### src/rtl/igcn_island_scheduler.sv
// Island submission responder: captures one request at a time, allocates one or two PEs,
// and holds each allocated PE for the configured compute time plus an optional penalty.
module igcn_island_scheduler #(
    parameter int NUM_PES                      = 4,
    parameter int C_MAX                        = 32,
    parameter int PE_COMPUTE_CYCLES            = 100,
    parameter int FRAGMENTATION_PENALTY_CYCLES = 50
) (
    input  logic        clk,
    input  logic        rst_n,
    input  logic        start_processing,
    input  logic [15:0] island_size,
    input  logic        strategy_is_enhanced,
    input  logic        island_needs_penalty,
    output logic        island_accepted,
    output logic        accelerator_busy,
    output logic        processing_done
);

    localparam int CW = $clog2(PE_COMPUTE_CYCLES + FRAGMENTATION_PENALTY_CYCLES + 1);
    localparam int FW = $clog2(NUM_PES + 1);

    typedef enum logic [1:0] {
        S_IDLE     = 2'd0,
        S_WAIT     = 2'd1,
        S_DISPATCH = 2'd2
    } state_e;

    function automatic logic [1:0] pes_needed(input logic [15:0] size, input logic enh);
        logic [1:0] n;
        if (size == 16'd0) begin
            n = 2'd0;
        end else if (!enh) begin
            n = 2'd1;
        end else if (size <= 16'(C_MAX)) begin
            n = 2'd1;
        end else begin
            n = 2'd2;
        end
        return n;
    endfunction

    state_e          state_q, state_d;
    logic            pend_valid_q, pend_valid_d;
    logic [15:0]     pend_size_q, pend_size_d;
    logic            pend_enh_q, pend_enh_d;
    logic            pend_pen_q, pend_pen_d;
    logic [CW-1:0]   cnt_q [NUM_PES];
    logic [CW-1:0]   cnt_d [NUM_PES];
    logic            any_acc_q, any_acc_d;
    logic            busy_q, busy_d;
    logic            done_q, done_d;

    logic [1:0]      need_s;
    logic [CW-1:0]   occ_s;
    logic [FW-1:0]   free_cnt_s;
    logic            dispatch_s;
    logic            capture_s;
    logic            pe_active_s;
    logic [1:0]      taken_s;

    // Dispatch decision: a PE whose counter reaches zero at this edge may be reloaded.
    always_comb begin
        need_s     = pes_needed(pend_size_q, pend_enh_q);
        occ_s      = pend_pen_q ? CW'(PE_COMPUTE_CYCLES + FRAGMENTATION_PENALTY_CYCLES)
                                : CW'(PE_COMPUTE_CYCLES);
        free_cnt_s = '0;
        for (int i = 0; i < NUM_PES; i++) begin
            if (cnt_q[i] <= CW'(1)) begin
                free_cnt_s = free_cnt_s + FW'(1);
            end else begin
                free_cnt_s = free_cnt_s;
            end
        end
        dispatch_s = pend_valid_q && (free_cnt_s >= FW'(need_s));
        capture_s  = start_processing && (!pend_valid_q || dispatch_s);
    end

    // PE counters: load the lowest-index free PEs on dispatch, otherwise count down to zero.
    always_comb begin
        taken_s     = 2'd0;
        pe_active_s = 1'b0;
        for (int i = 0; i < NUM_PES; i++) begin
            if (dispatch_s && (cnt_q[i] <= CW'(1)) && (taken_s < need_s)) begin
                cnt_d[i] = occ_s;
                taken_s  = taken_s + 2'd1;
            end else if (cnt_q[i] != '0) begin
                cnt_d[i] = cnt_q[i] - CW'(1);
            end else begin
                cnt_d[i] = '0;
            end
            pe_active_s = pe_active_s | (cnt_d[i] != '0);
        end
    end

    // Pending slot, status flags and request FSM.
    always_comb begin
        pend_valid_d = pend_valid_q;
        pend_size_d  = pend_size_q;
        pend_enh_d   = pend_enh_q;
        pend_pen_d   = pend_pen_q;
        state_d      = state_q;
        if (capture_s) begin
            pend_valid_d = 1'b1;
            pend_size_d  = island_size;
            pend_enh_d   = strategy_is_enhanced;
            pend_pen_d   = island_needs_penalty;
        end else if (dispatch_s) begin
            pend_valid_d = 1'b0;
        end else begin
            pend_valid_d = pend_valid_q;
        end
        any_acc_d = any_acc_q | dispatch_s;
        busy_d    = pend_valid_d | pe_active_s;
        done_d    = any_acc_d & ~busy_d;
        case (state_q)
            S_IDLE, S_DISPATCH: begin
                if (dispatch_s) begin
                    state_d = S_DISPATCH;
                end else if (pend_valid_q) begin
                    state_d = S_WAIT;
                end else begin
                    state_d = S_IDLE;
                end
            end
            S_WAIT: begin
                if (dispatch_s) begin
                    state_d = S_DISPATCH;
                end else begin
                    state_d = S_WAIT;
                end
            end
            default: state_d = S_IDLE;
        endcase
    end

    // State registers with synchronous active-low reset.
    always_ff @(posedge clk) begin
        if (!rst_n) begin
            state_q      <= S_IDLE;
            pend_valid_q <= 1'b0;
            pend_size_q  <= 16'd0;
            pend_enh_q   <= 1'b0;
            pend_pen_q   <= 1'b0;
            any_acc_q    <= 1'b0;
            busy_q       <= 1'b0;
            done_q       <= 1'b0;
            for (int i = 0; i < NUM_PES; i++) begin
                cnt_q[i] <= '0;
            end
        end else begin
            state_q      <= state_d;
            pend_valid_q <= pend_valid_d;
            pend_size_q  <= pend_size_d;
            pend_enh_q   <= pend_enh_d;
            pend_pen_q   <= pend_pen_d;
            any_acc_q    <= any_acc_d;
            busy_q       <= busy_d;
            done_q       <= done_d;
            for (int i = 0; i < NUM_PES; i++) begin
                cnt_q[i] <= cnt_d[i];
            end
        end
    end

    assign island_accepted  = (state_q == S_DISPATCH);
    assign accelerator_busy = busy_q;
    assign processing_done  = done_q;

endmodule

### config.mk
export PLATFORM = sky130hd
export DESIGN_NAME = igcn_island_scheduler
export DESIGN_NICKNAME = d
export VERILOG_FILES = /design/src/rtl/igcn_island_scheduler.sv
export SDC_FILE = /design/constraint.sdc
export NUM_CORES = 1
export LEC_CHECK = 0
export BUFFER_PORTS_ARGS = -buffer_cell sky130_fd_sc_hd__buf_2
export CAP_MARGIN = 20
export CORE_ASPECT_RATIO = 1.1
export CORE_MARGIN = 3
export CORE_UTILIZATION = 65
export CTS_CLUSTER_SIZE = 8
export DETAILED_ROUTE_END_ITERATION = 7
export HOLD_SLACK_MARGIN = 0.15
export PLACE_DENSITY = 0.93
export SYNTH_ARGS = -nofsm -noshare
export SYNTH_HDL_FRONTEND = slang
export SYNTH_SLANG_ARGS = --single-unit
### constraint.sdc
create_clock -name clk -period 12.9 [get_ports clk]
set_clock_uncertainty 0.1 [all_clocks]
set_input_delay 3.225 -clock clk [delete_from_list [all_inputs] [get_ports clk]]
set_output_delay 3.225 -clock clk [all_outputs]
set_load 0.05 [all_outputs]
Yosys cells after proc, flatten, opt, wreduce, memory -nomap -nowiden:

Memories as Yosys holds them, arrays and structs flattened.
Index checks and enable logic that the tools add are counted.

* add/subtract/negate cells: 9
* multiplexer cells: 31
* bitwise logic cells: 11
* order comparisons: 10
* eq/ne operators: 2
* reductions and logical operators: 23

Operators by type and width (count)
* 2-to-1 mux 8 bit: 13
* nonzero test 8 bit: 8
* <= comparator 8 x 1 -> 1 bit (second input constant): 4
* subtractor 8 x 1 -> 8 bit (second input constant): 4
* <= comparator 16 x 6 -> 1 bit (second input constant): 1
* logical NOT 16 bit: 1
* 2-to-1 mux 2 bit: 7
* logical AND 1 bit: 10
* adder 3 x 1 -> 3 bit (second input constant): 3
* 2-to-1 mux 3 bit: 3
* bitwise OR 1 bit: 9
* 2-to-1 mux 1 bit: 7
* < comparator 2 bit: 3
* adder 2 x 1 -> 2 bit (second input constant): 2
* one-hot mux 2 bit (2 select lines): 1
* greater-or-equal comparator 3 x 2 -> 1 bit: 1
* equality test 2 x 1 -> 1 bit (second input constant): 1
* equality test 2 bit (second input constant): 1
* logical NOT 2 bit: 1
* < comparator 1 x 2 -> 1 bit (first input constant): 1
* OR reduction 2 bit: 1
* AND 1 bit: 1
* logical NOT 1 bit: 1
* logical OR 1 bit: 1
* inverter 1 bit: 1

* word-level logic and storage cells: 95
* input port bits: 21
* RAM bits: 32
* bits in registers: 24
* memories: 1

Memory list
* cnt_q: words 4, bits a word 8, read ports 4, clocked after Yosys merged registers in 0, wr ports 4, line 48 `logic [CW-1:0] cnt_q [NUM_PES];`

Depth between registers and ports, before layout:

Gate-level depths: netlist (run 1).
An unclocked memory read counts as a cell.

* word-level depth: 28
* gate-level depth with buffers: 24
* depth with buffers taken out: 24

Worst setup path after synthesis (run 1):

No wires, ideal clock.

* path type: register -> register
* start: memory cnt_q[1][4] in the netlist's numbering
* end: register busy_q, in the netlist accelerator_busy
* setup time: 0.115 ns
* stages on the path, launching flop included: 22
* path slack: 6.843 ns
* arrival: 5.843 ns
* cells stage by stage: dfxtp_1 -> or4_4 -> nor4_2 -> inv_1 -> ha_1 -> xor2_1 -> ha_1 -> mux2_2 -> ha_1 -> a21oi_1 -> a2111oi_4 -> inv_1 -> ha_1 -> o41ai_1 -> o2111ai_2 -> nand2_1 -> o21ai_0 -> ha_1 -> a21bo_1 -> a221o_1 -> a211o_1 -> o21a_1

RTL lines
* start, declared: line 48
* end signal, assigned: line 158 `busy_q <= busy_d;`
* end, declared: line 51 `logic busy_q, busy_d;`

==> results of run 1 <==
==> cell usage after synthesis, drive strengths merged <==
cell type / number / area (um2)
or2: 1 / 6.26
nand2b: 7 / 43.8
nand4: 2 / 12.5
a21oi: 11 / 55.1
inv: 17 / 63.8
o211a: 3 / 30.0
o31ai: 9 / 72.6
o2111ai: 2 / 23.8
a2111oi: 2 / 55.1
and3: 3 / 18.8
nand3: 6 / 30.0
a211o: 1 / 8.76
or4: 5 / 45.0
nor4: 13 / 124
nor4bb: 2 / 20.0
mux2: 3 / 33.8
o21a: 6 / 45.0
and2: 8 / 50.1
o22ai: 2 / 12.5
mux2i: 21 / 210
a21o: 1 / 7.51
nand3b: 1 / 7.51
xor2: 9 / 78.8
o41ai: 1 / 8.76
xnor2: 9 / 78.8
a21bo: 1 / 10.0
clkbuf: 6 / 22.5
o2bb2ai: 2 / 17.5
a21boi: 6 / 45.1
a31oi: 2 / 12.5
or3b: 1 / 8.76
o211ai: 3 / 22.5
a221o: 1 / 10.0
nor2: 25 / 93.8
and4: 2 / 17.5
ha: 20 / 250
nor3b: 4 / 30.0
nand2: 23 / 86.3
dfxtp: 56 / 1120
o21ai: 13 / 68.8
nor2b: 21 / 131
o21bai: 3 / 22.5
buf: 3 / 27.5
nor3: 16 / 80.1
or3: 1 / 6.26
==> final timing paths <==
check,start,to,cells past startpoint
setup / recovery,cnt_q[1][4]$_SDFF_PN0_,accelerator_busy$_SDFF_PN0_,21
hold / removal,cnt_q[3][0]$_SDFF_PN0_,cnt_q[3][0]$_SDFF_PN0_,1
setup reg to reg,cnt_q[1][4]$_SDFF_PN0_,accelerator_busy$_SDFF_PN0_,21
hold reg to reg,cnt_q[3][0]$_SDFF_PN0_,cnt_q[3][0]$_SDFF_PN0_,1
==> flip-flops by register name, summed over array words and instances, names as in the netlist <==
name,cells
cnt_q,32
pend_pen_q,1
processing_done,1
any_acc_q,1
pend_size_q,16
pend_valid_q,1
pend_enh_q,1
state_q,2
accelerator_busy,1
==> critical path: cells and delay by family (launching register included) <==
| family | cells | cell delay, ns |
|---|---|---|
| AO/OA/AOI/OAI | 9 | 2.84 |
| adder cells (fa/ha/maj) | 5 | 1.53 |
| AND/OR/NAND/NOR | 3 | 1.18 |
| flip-flops | 1 | 0.37 |
| multiplexers | 1 | 0.26 |
| buffers and inverters | 2 | 0.25 |
| XOR/XNOR | 1 | 0.24 |
==> metrics by stage <==
stage / cell area (um2) / hold slack (ns) / setup WS, ns / std cells / util, %
2_1_floorplan: 3230 / 0.329 / 6.84 / 354 / -
3_3_place_gp: 3380 / 0.352 / 6.50 / 424 / 71.6
3_5_place_dp: 3380 / 0.366 / 6.19 / 424 / 71.6
4_1_cts: 3480 / 0.383 / 6.10 / 432 / 73.7
5_1_grt: 3480 / 0.400 / 5.71 / 432 / 73.7
6_report: 3480 / 0.380 / 6.04 / 432 / 73.7
==> layer usage <==
layer | vias up | global-route usage, %
met1 | 1316 | 31.2
met3 | 12 | 3.90
met5 | - | 0
met2 | 80 | 45.5
li1 | 1319 | -
met4 | 0 | 9.04
==> layout by cell type, fill, tap and decap left out, types with 10 or more instances in the layout <==
cell and n:
sky130_fd_sc_hd__ha_1 20, sky130_fd_sc_hd__buf_2 23, sky130_fd_sc_hd__o21ai_0 10, sky130_fd_sc_hd__a21oi_1 11, sky130_fd_sc_hd__mux2i_1 21, sky130_fd_sc_hd__inv_1 16
sky130_fd_sc_hd__nor3_1 16, sky130_fd_sc_hd__nor2b_1 21, sky130_fd_sc_hd__nand2_1 23, sky130_fd_sc_hd__nor2_1 25, sky130_fd_sc_hd__dfxtp_1 56
==> layout make-up <==
type / instances / area, um2
Tap cell: 56 / 70.1
Fill cell: 316 / 1240
Inverter: 17 / 63.8
Sequential cell: 56 / 1120
Clock inverter: 2 / 17.5
Timing Repair Buffer: 23 / 115
Clock buffer: 6 / 82.6
Multi-Input combinational cell: 272 / 2010
==> logic make-up after synthesis <==
family,after synthesis,share of synthesized area (%)
adder cells (fa/ha/maj),20,7.75
XOR/XNOR,18,4.89
flip-flops,56,34.7
AO/OA/AOI/OAI,69,16.4
buffers and inverters,26,3.53
AND/OR/NAND/NOR,141,25.2
multiplexers,24,7.56
==> qor.tcl, run 1 <==
set qor(cts_resized) 0
set qor(fmax_mhz) 146
set qor(layout_min_cycle_time_ns) 6.86
set qor(cts-hold-fix-buffers) 0
set qor(antenna_left) 0
set qor(max_slew_margin_pct) 25.7
set qor(highest_net_fanout_along_the_worst_path) 9
set qor(detail_route.iter0.violations) 288
set qor(clockRootBuffer) {sky130_fd_sc_hd__clkbuf_8}
set qor(final.period_utilization_pct) 53.2
set qor(syn-instance-count) 354
set qor(topRoutingLayerUsed) {met4}
set qor(floorplan.rows) 26
set qor(status) {completed}
set qor(ys_ff_latch) 56
set qor(ys_seq_area_share_pct) 34.7
set qor(io_buffers) 23
set qor(detailroute.wirelength.met3_um) 287
set qor(flop2flop_setup_slack_ns) 6.04
set qor(synth_cell_type_count) 56
set qor(cts-root-to-sink-buffers) 2
set qor(max_slew.worst_pin.slew_ns) 1.11
set qor(worstPathRequired_ns) 13.02
set qor(grt_first_pass_wirelength_mm) 11.9
set qor(dp_hpwl_mm) 5.22
set qor(tritoncts) {yes}
set qor(cap_viol_max_count) 0
set qor(area_growth_syn_to_layout_pct) 7.72
set qor(wl_met2_mm) 3.61
set qor(vias_per_cell) 6.31
set qor(timing_worst_setup_path_type) {reg2reg}
set qor(insertedDiodeCount) 0
set qor(slew_violations) 0
set qor(synth_cell_area_mm2) 0.00323
set qor(timing.critical_path.to_type) {register}
set qor(type_of_element_launching_the_critical_path) {register}
set qor(detail_route.wl_per_cell_um) 16.2
set qor(synth_nets) 395
set qor(core-area_mm2) 0.00472
set qor(worstSkewPairLatency_ns) 0.32
set qor(initial_utilization_pct) 68.4
set qor(globalRouteOverflowTotal) 0
set qor(ys.warnings.count) 0
set qor(crit_arrival_ns) 6.98
set qor(antenna_found_initial) 0
set qor(critPathMaxStageDelay_ns) 0.61
set qor(timing.critical_path.mode_cell) {sky130_fd_sc_hd__ha_1}
set qor(worstHoldPathType) {reg2reg}
set qor(postCtsSetupBuffers) 0
set qor(cts_htree_levels) 2
set qor(vias) 2727
set qor(timing.critical_path.cells) {or4_4, nor4_2, inv_1, ha_1, xor2_1, ha_1, mux2_2, ha_1, a21oi_1, a2111oi_4, inv_1, ha_1, o41ai_1, o2111ai_2, nand2_1, o21ai_0, ha_1, a21bo_1, a221o_1, a211o_1, o21a_1}
set qor(clkTransAtPathRegs_ns) 0.10
set qor(drt_drc_violations_left) 0
set qor(floorplan.io_pins) 24
set qor(tritoncts.num_buffers) 5
set qor(gp_routability_congestion) 0.961
set qor(syn_avg_cell_area_um2) 9.12
set qor(timing.setup.tns_ns) 0
set qor(grt_usage_pct) 25.8
set qor(share_of_post_route_cells_with_drive_strength_above_1_pct) 13.0
set qor(finalNetCount) 416
set qor(routed_wl_mm) 6.98
set qor(finalSetupViolations) 0
set qor(clkSinkCount) 56
set qor(detail_route.first_pass.iterations) 4
set qor(rsz0062_at_grt) {no}
set qor(largest_net_degree_at_the_start_of_global_routing) 51
set qor(hold_viol_final) 0
set qor(grt_pass1_vias) 2616
set qor(cpMaxStageDelayCell) {sky130_fd_sc_hd__a2111oi_4}
set qor(die_width_um) 73.2
set qor(wl_met1_mm) 2.92
set qor(floorplan.die.height_um) 79.9
set qor(design.die.area_mm2) 0.00585
Power of run 1 is not shown: default switching activity piles up to over one toggle a cycle in this logic, so the estimate is an artifact.
==> inputs of run 2 (changes only) <==
--- a/config.mk
+++ b/config.mk
@@ -9,11 +9,11 @@
 export CAP_MARGIN = 20
 export CORE_ASPECT_RATIO = 1.1
 export CORE_MARGIN = 3
-export CORE_UTILIZATION = 65
+export CORE_UTILIZATION = 54
 export CTS_CLUSTER_SIZE = 8
 export DETAILED_ROUTE_END_ITERATION = 7
 export HOLD_SLACK_MARGIN = 0.15
-export PLACE_DENSITY = 0.93
+export PLACE_DENSITY = 0.84
 export SYNTH_ARGS = -nofsm -noshare
 export SYNTH_HDL_FRONTEND = slang
 export SYNTH_SLANG_ARGS = --single-unit
==> constraint.sdc (replaced) <==
create_clock -name clk -period 6.3 [get_ports clk]
set_clock_uncertainty 0.1 [all_clocks]
set_input_delay 1.575 -clock clk [delete_from_list [all_inputs] [get_ports clk]]
set_output_delay 1.575 -clock clk [all_outputs]
set_load 0.05 [all_outputs]
==> run 2 against run 1 <==
  * Critical path depth did not move
  * Final area rose by 2.7%
  * Hold slack improved by 0.0056 ns
  * Core utilization fell by 9.6 points
  * First-iteration DRC count fell by 61%
  * Count of clock-buffer cells in the layout fell by 1
  * Worst setup slack got worse by 5.6 ns
  * Highest routed layer unchanged
  * Die area rose by 19%
  * Flip-flop and latch count did not move
  * Register-to-register slack got worse by 5.6 ns
  * Global-route usage fell by 4.4 points
==> qor.tcl, run 2 (synthesis gave the netlist of run 1 again) <==
set qor(status) {completed}
set qor(timing.critical_path.mode_cell) {sky130_fd_sc_hd__ha_1}
set qor(antenna_found_initial) 0
set qor(reg.largest.list) {cnt_q: 32 flops, pend_size_q: 16 flops, state_q: 2 flops}
set qor(fmax_mhz) 170
set qor(detail_route.first_pass.iterations) 4
set qor(routed_wl_mm) 6.74
set qor(crit_arrival_ns) 6.01
set qor(rr_endpoint) {accelerator_busy$_SDFF_PN0_}
set qor(largest_net_degree_at_the_start_of_global_routing) 51
set qor(max_slew_margin_pct) 26.3
set qor(globalRouteMet3Util_pct) 4.14
set qor(timing.critical_path.cells) {or4_4, nor4_4, inv_1, ha_1, xor2_2, ha_1, mux2_2, ha_1, a21oi_1, a2111oi_4, inv_1, ha_1, o41ai_4, o2111ai_2, nand2_1, o21ai_0, ha_1, a21bo_1, a221o_1, a211o_1, o21a_1}
set qor(worstSkewPairLatency_ns) 0.32
set qor(share_of_post_route_cells_with_drive_strength_above_1_pct) 14.7
set qor(min-delay-start) {cnt_q[3][0]$_SDFF_PN0_}
set qor(timing.critical_path.to_type) {register}
set qor(worst_setup_path_startpoint) {cnt_q[1][4]$_SDFF_PN0_}
set qor(layout_min_cycle_time_ns) 5.88
set qor(io_buffers) 23
set qor(slew_violations) 0
set qor(floorplan.io_pins) 24
set qor(grtUsageMet1_pct) 26.8
set qor(tritoncts.num_buffers) 5
set qor(layout_setup_ws_ns) 0.417
set qor(design_area_mm2) 0.00357
set qor(insertedDiodeCount) 0
set qor(detail_route.wl_per_cell_um) 14.8
set qor(finalNetCount) 421
set qor(clkSinkCount) 56
set qor(timing.setup.tns_ns) 0
set qor(grt_busiest_layer) {met2}
set qor(final.fill_count) 456
set qor(postCtsSetupBuffers) 0
set qor(max_slew.worst_pin.slew_ns) 1.11
set qor(floorplan.die.height_um) 87.1
set qor(seq_area_mm2) 0.00112
set qor(grt_pass1_vias) 2651
set qor(r2r_cells) 21
set qor(hold_viol_final) 0
set qor(min_path_cells) 1
set qor(timing.rr.start) {cnt_q[1][4]$_SDFF_PN0_}
set qor(clkTransAtPathRegs_ns) 0.11
set qor(cap_viol_max_count) 0
set qor(pre_cts_setup_slack_ns) 0.134
set qor(grt_first_pass_wirelength_mm) 11.9
set qor(cts-root-to-sink-buffers) 2
set qor(vias_per_cell) 5.75
set qor(cts_resized) 0
set qor(flop2flop_setup_slack_ns) 0.42
set qor(core-area_mm2) 0.00557
set qor(finalSetupViolations) 0
set qor(worstPathRequired_ns) 6.42
set qor(cts-hold-fix-buffers) 0
set qor(cp_top_family) {compound AO/OA/AOI/OAI gates}
set qor(drt_drc_violations_left) 0
set qor(mostFrequentLayoutCells) {56 x sky130_fd_sc_hd__dfxtp_1, 25 x sky130_fd_sc_hd__nor2_1, 23 x sky130_fd_sc_hd__nand2_1, 23 x sky130_fd_sc_hd__buf_2}
set qor(antenna_left) 0
set qor(design.die.area_mm2) 0.00694
set qor(tritoncts) {yes}
set qor(worstHoldPathType) {reg2reg}
set qor(max_flop_register) {cnt_q}
set qor(final.period_utilization_pct) 93.4
set qor(detail_route.iter0.violations) 113
set qor(floorplan.rows) 28
set qor(cpMaxStageDelayCell) {sky130_fd_sc_hd__or4_4}
set qor(multiInputGateArea_mm2) 0.00205
set qor(die_width_um) 79.7
set qor(globalRouteOverflowTotal) 0
set qor(initial_utilization_pct) 57.9
set qor(worstPathBufferInverterCount) 2
set qor(highest_net_fanout_along_the_worst_path) 5
set qor(grt_usage_pct) 21.4
set qor(gp_routability_congestion) 0.909
set qor(rsz0062_at_grt) {no}
set qor(critPathMaxStageDelay_ns) 0.59
set qor(clockRootBuffer) {sky130_fd_sc_hd__clkbuf_8}
set qor(dp_hpwl_mm) 5.19
set qor(cell_area_reported_after_detailed_placement_mm2) 0.00344
set qor(vias) 2620
set qor(timing_worst_setup_path_type) {reg2reg}
set qor(area_growth_syn_to_layout_pct) 10.7
set qor(type_of_element_launching_the_critical_path) {register}
set qor(mostFrequentLayoutCell) {sky130_fd_sc_hd__dfxtp_1}
set qor(cts_htree_levels) 2
set qor(largest_register_ffs) 32
set qor(holdPathEnd) {cnt_q[3][0]$_SDFF_PN0_}
set qor(grt_use_met2_pct) 36.8
## run 2: layout make-up
cell class	count	area share [%]
clock inverters	3	0.631
flip-flops and latches	56	31.4
repair buffers	28	4.27
multi-input cells	272	57.4
clock buffers	5	1.93
well taps	75	2.63
inverters	17	1.79
## run 2: stage by stage
step / cells / util, % / hold slack [ns]
after floorplan: 354 / - / 0.329
after global placement: 448 / 61.7 / 0.350
after detailed placement: 448 / 61.7 / 0.358
after CTS: 456 / 63.3 / 0.380
after global routing: 456 / 64.1 / 0.423
final: 456 / 64.1 / 0.386
## run 2: worst max-delay path by stage
stage | cells past startpoint | endpoint | slack [ns]
finish | 21 | accelerator_busy$_SDFF_PN0_ | 0.42
CTS | 22 | accelerator_busy$_SDFF_PN0_ | 0.11
floorplan | 21 | accelerator_busy$_SDFF_PN0_ | 0.24
global placement | 22 | accelerator_busy$_SDFF_PN0_ | 0.32
global route | 21 | accelerator_busy$_SDFF_PN0_ | 0.07
detailed placement | 22 | accelerator_busy$_SDFF_PN0_ | 0.13
## run 2: per-layer routing
metal | part of all wire, % | vias up
li1 | - | 1319
met1 | 45 | 1225
met2 | 48 | 62
met3 | 4.3 | 14
met4 | 1.8 | 0
met5 | 0 | -
## run 2: worst register-to-register path, cell delays in order, from the launching register on
cell                        delay, ns
sky130_fd_sc_hd__dfxtp_1         0.36
sky130_fd_sc_hd__or4_4           0.60
sky130_fd_sc_hd__nor4_4          0.21
sky130_fd_sc_hd__inv_1           0.08
sky130_fd_sc_hd__ha_1            0.35
sky130_fd_sc_hd__xor2_2          0.20
sky130_fd_sc_hd__ha_1            0.30
sky130_fd_sc_hd__mux2_2          0.26
sky130_fd_sc_hd__ha_1            0.29
sky130_fd_sc_hd__a21oi_1         0.11
sky130_fd_sc_hd__a2111oi_4       0.36
sky130_fd_sc_hd__inv_1           0.12
sky130_fd_sc_hd__ha_1            0.35
sky130_fd_sc_hd__o41ai_4         0.41
sky130_fd_sc_hd__o2111ai_2       0.22
sky130_fd_sc_hd__nand2_1         0.10
sky130_fd_sc_hd__o21ai_0         0.08
sky130_fd_sc_hd__ha_1            0.28
sky130_fd_sc_hd__a21bo_1         0.21
sky130_fd_sc_hd__a221o_1         0.36
sky130_fd_sc_hd__a211o_1         0.25
sky130_fd_sc_hd__o21a_1          0.18
Power of run 2 is left out for the same reason.
==> inputs of run 3 (changes only) <==
--- a/config.mk
+++ b/config.mk
@@ -5,15 +5,17 @@
 export SDC_FILE = /design/constraint.sdc
 export NUM_CORES = 1
 export LEC_CHECK = 0
+export ABC_AREA = 1
 export BUFFER_PORTS_ARGS = -buffer_cell sky130_fd_sc_hd__buf_2
 export CAP_MARGIN = 20
 export CORE_ASPECT_RATIO = 1.1
 export CORE_MARGIN = 3
-export CORE_UTILIZATION = 54
+export CORE_UTILIZATION = 60
 export CTS_CLUSTER_SIZE = 8
 export DETAILED_ROUTE_END_ITERATION = 7
+export GPL_ROUTABILITY_DRIVEN = 0
 export HOLD_SLACK_MARGIN = 0.15
-export PLACE_DENSITY = 0.84
+export PLACE_DENSITY = 0.87
 export SYNTH_ARGS = -nofsm -noshare
 export SYNTH_HDL_FRONTEND = slang
 export SYNTH_SLANG_ARGS = --single-unit
==> constraint.sdc (replaced) <==
create_clock -name clk -period 6.52 [get_ports clk]
set_clock_uncertainty 0.1 [all_clocks]
set_input_delay 1.63 -clock clk [delete_from_list [all_inputs] [get_ports clk]]
set_output_delay 1.63 -clock clk [all_outputs]
set_load 0.05 [all_outputs]
==> run 3 against run 2 <==
  * Worst setup slack gained 0.60 ns
  * First-iteration DRC count is 66% higher
  * Via count up 22%
  * Final cell count is 33% higher
  * Sequential share of layout area decreased by 0.14 points
  * Core utilization rose by 5.3 points
  * Area after synthesis grew 2.6%
  * Routed wire length is 4.2% higher
  * Register-to-register slack better by 0.60 ns
  * Synthesized cell count rose by 45%
  * Count of clock-buffer cells in the layout did not move
  * Global-route usage grew 1.3 points
  * Critical endpoint is now cnt_q[3][7]$_SDFF_PN0_
  * Largest cell class unchanged
==> qor.tcl, run 3 <==
set qor(status) {completed}
set qor(clockRootBuffer) {sky130_fd_sc_hd__clkbuf_8}
set qor(synth_compound_area_share_pct) 10.8
set qor(io_buffers) 23
set qor(dp_hpwl_mm) 5.48
set qor(finalSetupViolations) 0
set qor(cap_viol_max_count) 0
set qor(crit_arrival_ns) 5.60
set qor(post_synth_fa_ha_maj_area_fraction_pct) 7.56
set qor(vias_per_cell) 5.28
set qor(design.die.area_mm2) 0.00644
set qor(cts_htree_levels) 2
set qor(combinational_family_with_the_most_area_after_synthesis) {simple AND/OR/NAND/NOR gates}
set qor(ys_ff_latch) 56
set qor(timing_worst_setup_path_type) {reg2reg}
set qor(routed_wl_mm) 7.03
set qor(globalRouteOverflowTotal) 0
set qor(slew_violations) 0
set qor(detail_route.iter0.violations) 188
set qor(reg.largest.list) {cnt_q: 32 flops, pend_size_q: 16 flops, state_q: 2 flops}
set qor(syn_avg_cell_area_um2) 6.43
set qor(timing.setup.tns_ns) 0
set qor(worstPathRequired_ns) 6.61
set qor(synth_top_cells_by_count) {110 x sky130_fd_sc_hd__nand2_1, 108 x sky130_fd_sc_hd__nor2_1, 65 x sky130_fd_sc_hd__inv_1}
set qor(insertedDiodeCount) 0
set qor(fmax_mhz) 182
set qor(drt_drc_violations_left) 0
set qor(tritoncts) {yes}
set qor(cts-root-to-sink-buffers) 2
set qor(worstSkewPairLatency_ns) 0.31
set qor(tritoncts.num_buffers) 5
set qor(core-area_mm2) 0.00517
set qor(share_of_cell_area_taken_by_muxes_after_synthesis_pct) 0
set qor(max_slew.worst_pin.slew_ns) 0.742
set qor(largest_net_degree_at_the_start_of_global_routing) 28
set qor(syn-instance-count) 515
set qor(detail_route.first_pass.iterations) 5
set qor(finalHoldWorstSlack_ns) 0.391
set qor(grt_first_pass_wirelength_mm) 12.2
set qor(share_of_post_route_cells_with_drive_strength_above_1_pct) 10.3
set qor(cts-hold-fix-buffers) 0
set qor(grt_usage_pct) 22.8
set qor(synth_ff_type) {sky130_fd_sc_hd__dfxtp_1}
set qor(max_slew_margin_pct) 50.2
set qor(synth_edf_count) 0
set qor(mostFrequentLayoutCells) {110 x sky130_fd_sc_hd__nand2_1, 108 x sky130_fd_sc_hd__nor2_1, 65 x sky130_fd_sc_hd__inv_1}
set qor(synth_largest_type_area_fraction_pct) 33.9
set qor(initial_utilization_pct) 64.0
set qor(synth_cell_type_count) 32
set qor(grt_pass1_vias) 2934
set qor(worstHoldPathType) {reg2reg}
set qor(hold_viol_final) 0
set qor(antenna_found_initial) 0
set qor(antenna_left) 0
set qor(detail_route.wl_per_cell_um) 11.6
set qor(postCtsSetupBuffers) 0
set qor(post_synth_and_or_nand_nor_area_fraction_pct) 37.4
set qor(finalNetCount) 576
set qor(highest_net_fanout_along_the_worst_path) 13
set qor(area_growth_syn_to_layout_pct) 8.39
set qor(mostFrequentLayoutCell) {sky130_fd_sc_hd__nand2_1}
set qor(rsz0062_at_grt) {no}
set qor(clkSinkCount) 56
set qor(ys_seq_area_share_pct) 33.9
set qor(floorplan.die.height_um) 83.9
set qor(timing.critical_path.to_type) {register}
set qor(synthArstFlopShare_pct) 0
set qor(type_of_element_launching_the_critical_path) {register}
set qor(largest_register_ffs) 32
set qor(cpMaxStageDelayCell) {sky130_fd_sc_hd__a21oi_1}
set qor(floorplan.rows) 27
set qor(cts_resized) 0
set qor(final.period_utilization_pct) 84.5
set qor(die_width_um) 76.8
set qor(xor_xnor_fraction_of_synth_area_pct) 1.06
set qor(ys.warnings.count) 0
set qor(critPathMaxStageDelay_ns) 0.40
set qor(layout_min_cycle_time_ns) 5.51
set qor(post-synth-top-count-cell) {sky130_fd_sc_hd__nand2_1}
set qor(vias) 3208
set qor(synth_nets) 556
set qor(synth_cell_area_mm2) 0.00331
set qor(max_flop_register) {cnt_q}
set qor(synth_area_leaders) {sky130_fd_sc_hd__dfxtp_1 34%, sky130_fd_sc_hd__nand2_1 12%, sky130_fd_sc_hd__nor2_1 12%}
set qor(yosysTopAreaCell) {sky130_fd_sc_hd__dfxtp_1}
set qor(floorplan.io_pins) 24
set qor(clkTransAtPathRegs_ns) 0.10
## run 3: cell types whose count changed in the layout (fill, tap and decap cells not counted), moves of 8 or more
| cell | previous run | this run |
|---|---|---|
| sky130_fd_sc_hd__xnor2_1 | 9 | 0 |
| sky130_fd_sc_hd__a21oi_1 | 11 | 25 |
| sky130_fd_sc_hd__nand2_1 | 23 | 110 |
| sky130_fd_sc_hd__nand3_1 | 6 | 29 |
| sky130_fd_sc_hd__nor2_1 | 25 | 108 |
| sky130_fd_sc_hd__mux2i_1 | 21 | 0 |
| sky130_fd_sc_hd__inv_1 | 16 | 65 |
| sky130_fd_sc_hd__and2_1 | 8 | 0 |
| sky130_fd_sc_hd__nor2b_1 | 21 | 0 |
| sky130_fd_sc_hd__o21ai_0 | 10 | 34 |
## run 3: area by class of cell
type / instances / area [um2]
tap: 72 / 90.1
inverter: 70 / 265
sequential: 56 / 1120
multi-input combinational: 379 / 1880
fill: 438 / 1580
clock inverter: 3 / 46.3
timing repair buffer: 23 / 115
clock buffer: 5 / 68.8
## run 3: worst max-delay path: cells and delay by family (launching register included)
family                   cells  cell delay, ns
flip-flops                   1            0.33
adder cells (fa/ha/maj)      7            1.83
AND/OR/NAND/NOR             19            2.01
AO/OA/AOI/OAI                2            0.52
buffers and inverters        5            0.56
## run 3: path summary, 6_finish.rpt
kind,slack [ns],from,to,cells past startpoint
worst min register to register,0.39,pend_size_q[4]$_SDFFE_PN0P_,pend_size_q[4]$_SDFFE_PN0P_,2
worst min-delay path,0.39,pend_size_q[4]$_SDFFE_PN0P_,pend_size_q[4]$_SDFFE_PN0P_,2
worst max register to register,1.01,cnt_q[0][0]$_SDFF_PN0_,cnt_q[3][7]$_SDFF_PN0_,33
worst max-delay path,1.01,cnt_q[0][0]$_SDFF_PN0_,cnt_q[3][7]$_SDFF_PN0_,33
## run 3: per-stage QoR
step                worst slack, ns  cells  util [%]  cell area, um2
floorplan                      1.62    515         -            3310
global route                  0.562    608      69.4            3590
finish                         1.01    608      69.4            3590
CTS                            1.05    608      69.4            3590
detailed placement             1.12    600      67.2            3470
global placement               1.29    600      67.2            3470
## run 3: cell families after synthesis
| family | after synthesis |
|---|---|
| buf+inv | 80 |
| compound gates | 67 |
| simple gates | 288 |
| flops | 56 |
| xor+xnor | 4 |
| fa+ha+maj | 20 |
## run 3: routing by layer
| metal | global-route usage (%) | up-vias | wire, um |
|---|---|---|---|
| li1 | - | 1664 | - |
| met1 | 26.1 | 1433 | 3050 |
| met2 | 41.0 | 89 | 3360 |
| met3 | 3.89 | 22 | 380 |
| met4 | 10.0 | 0 | 247 |
| met5 | 0 | - | 0 |
Power of run 3 is left out for the same reason.
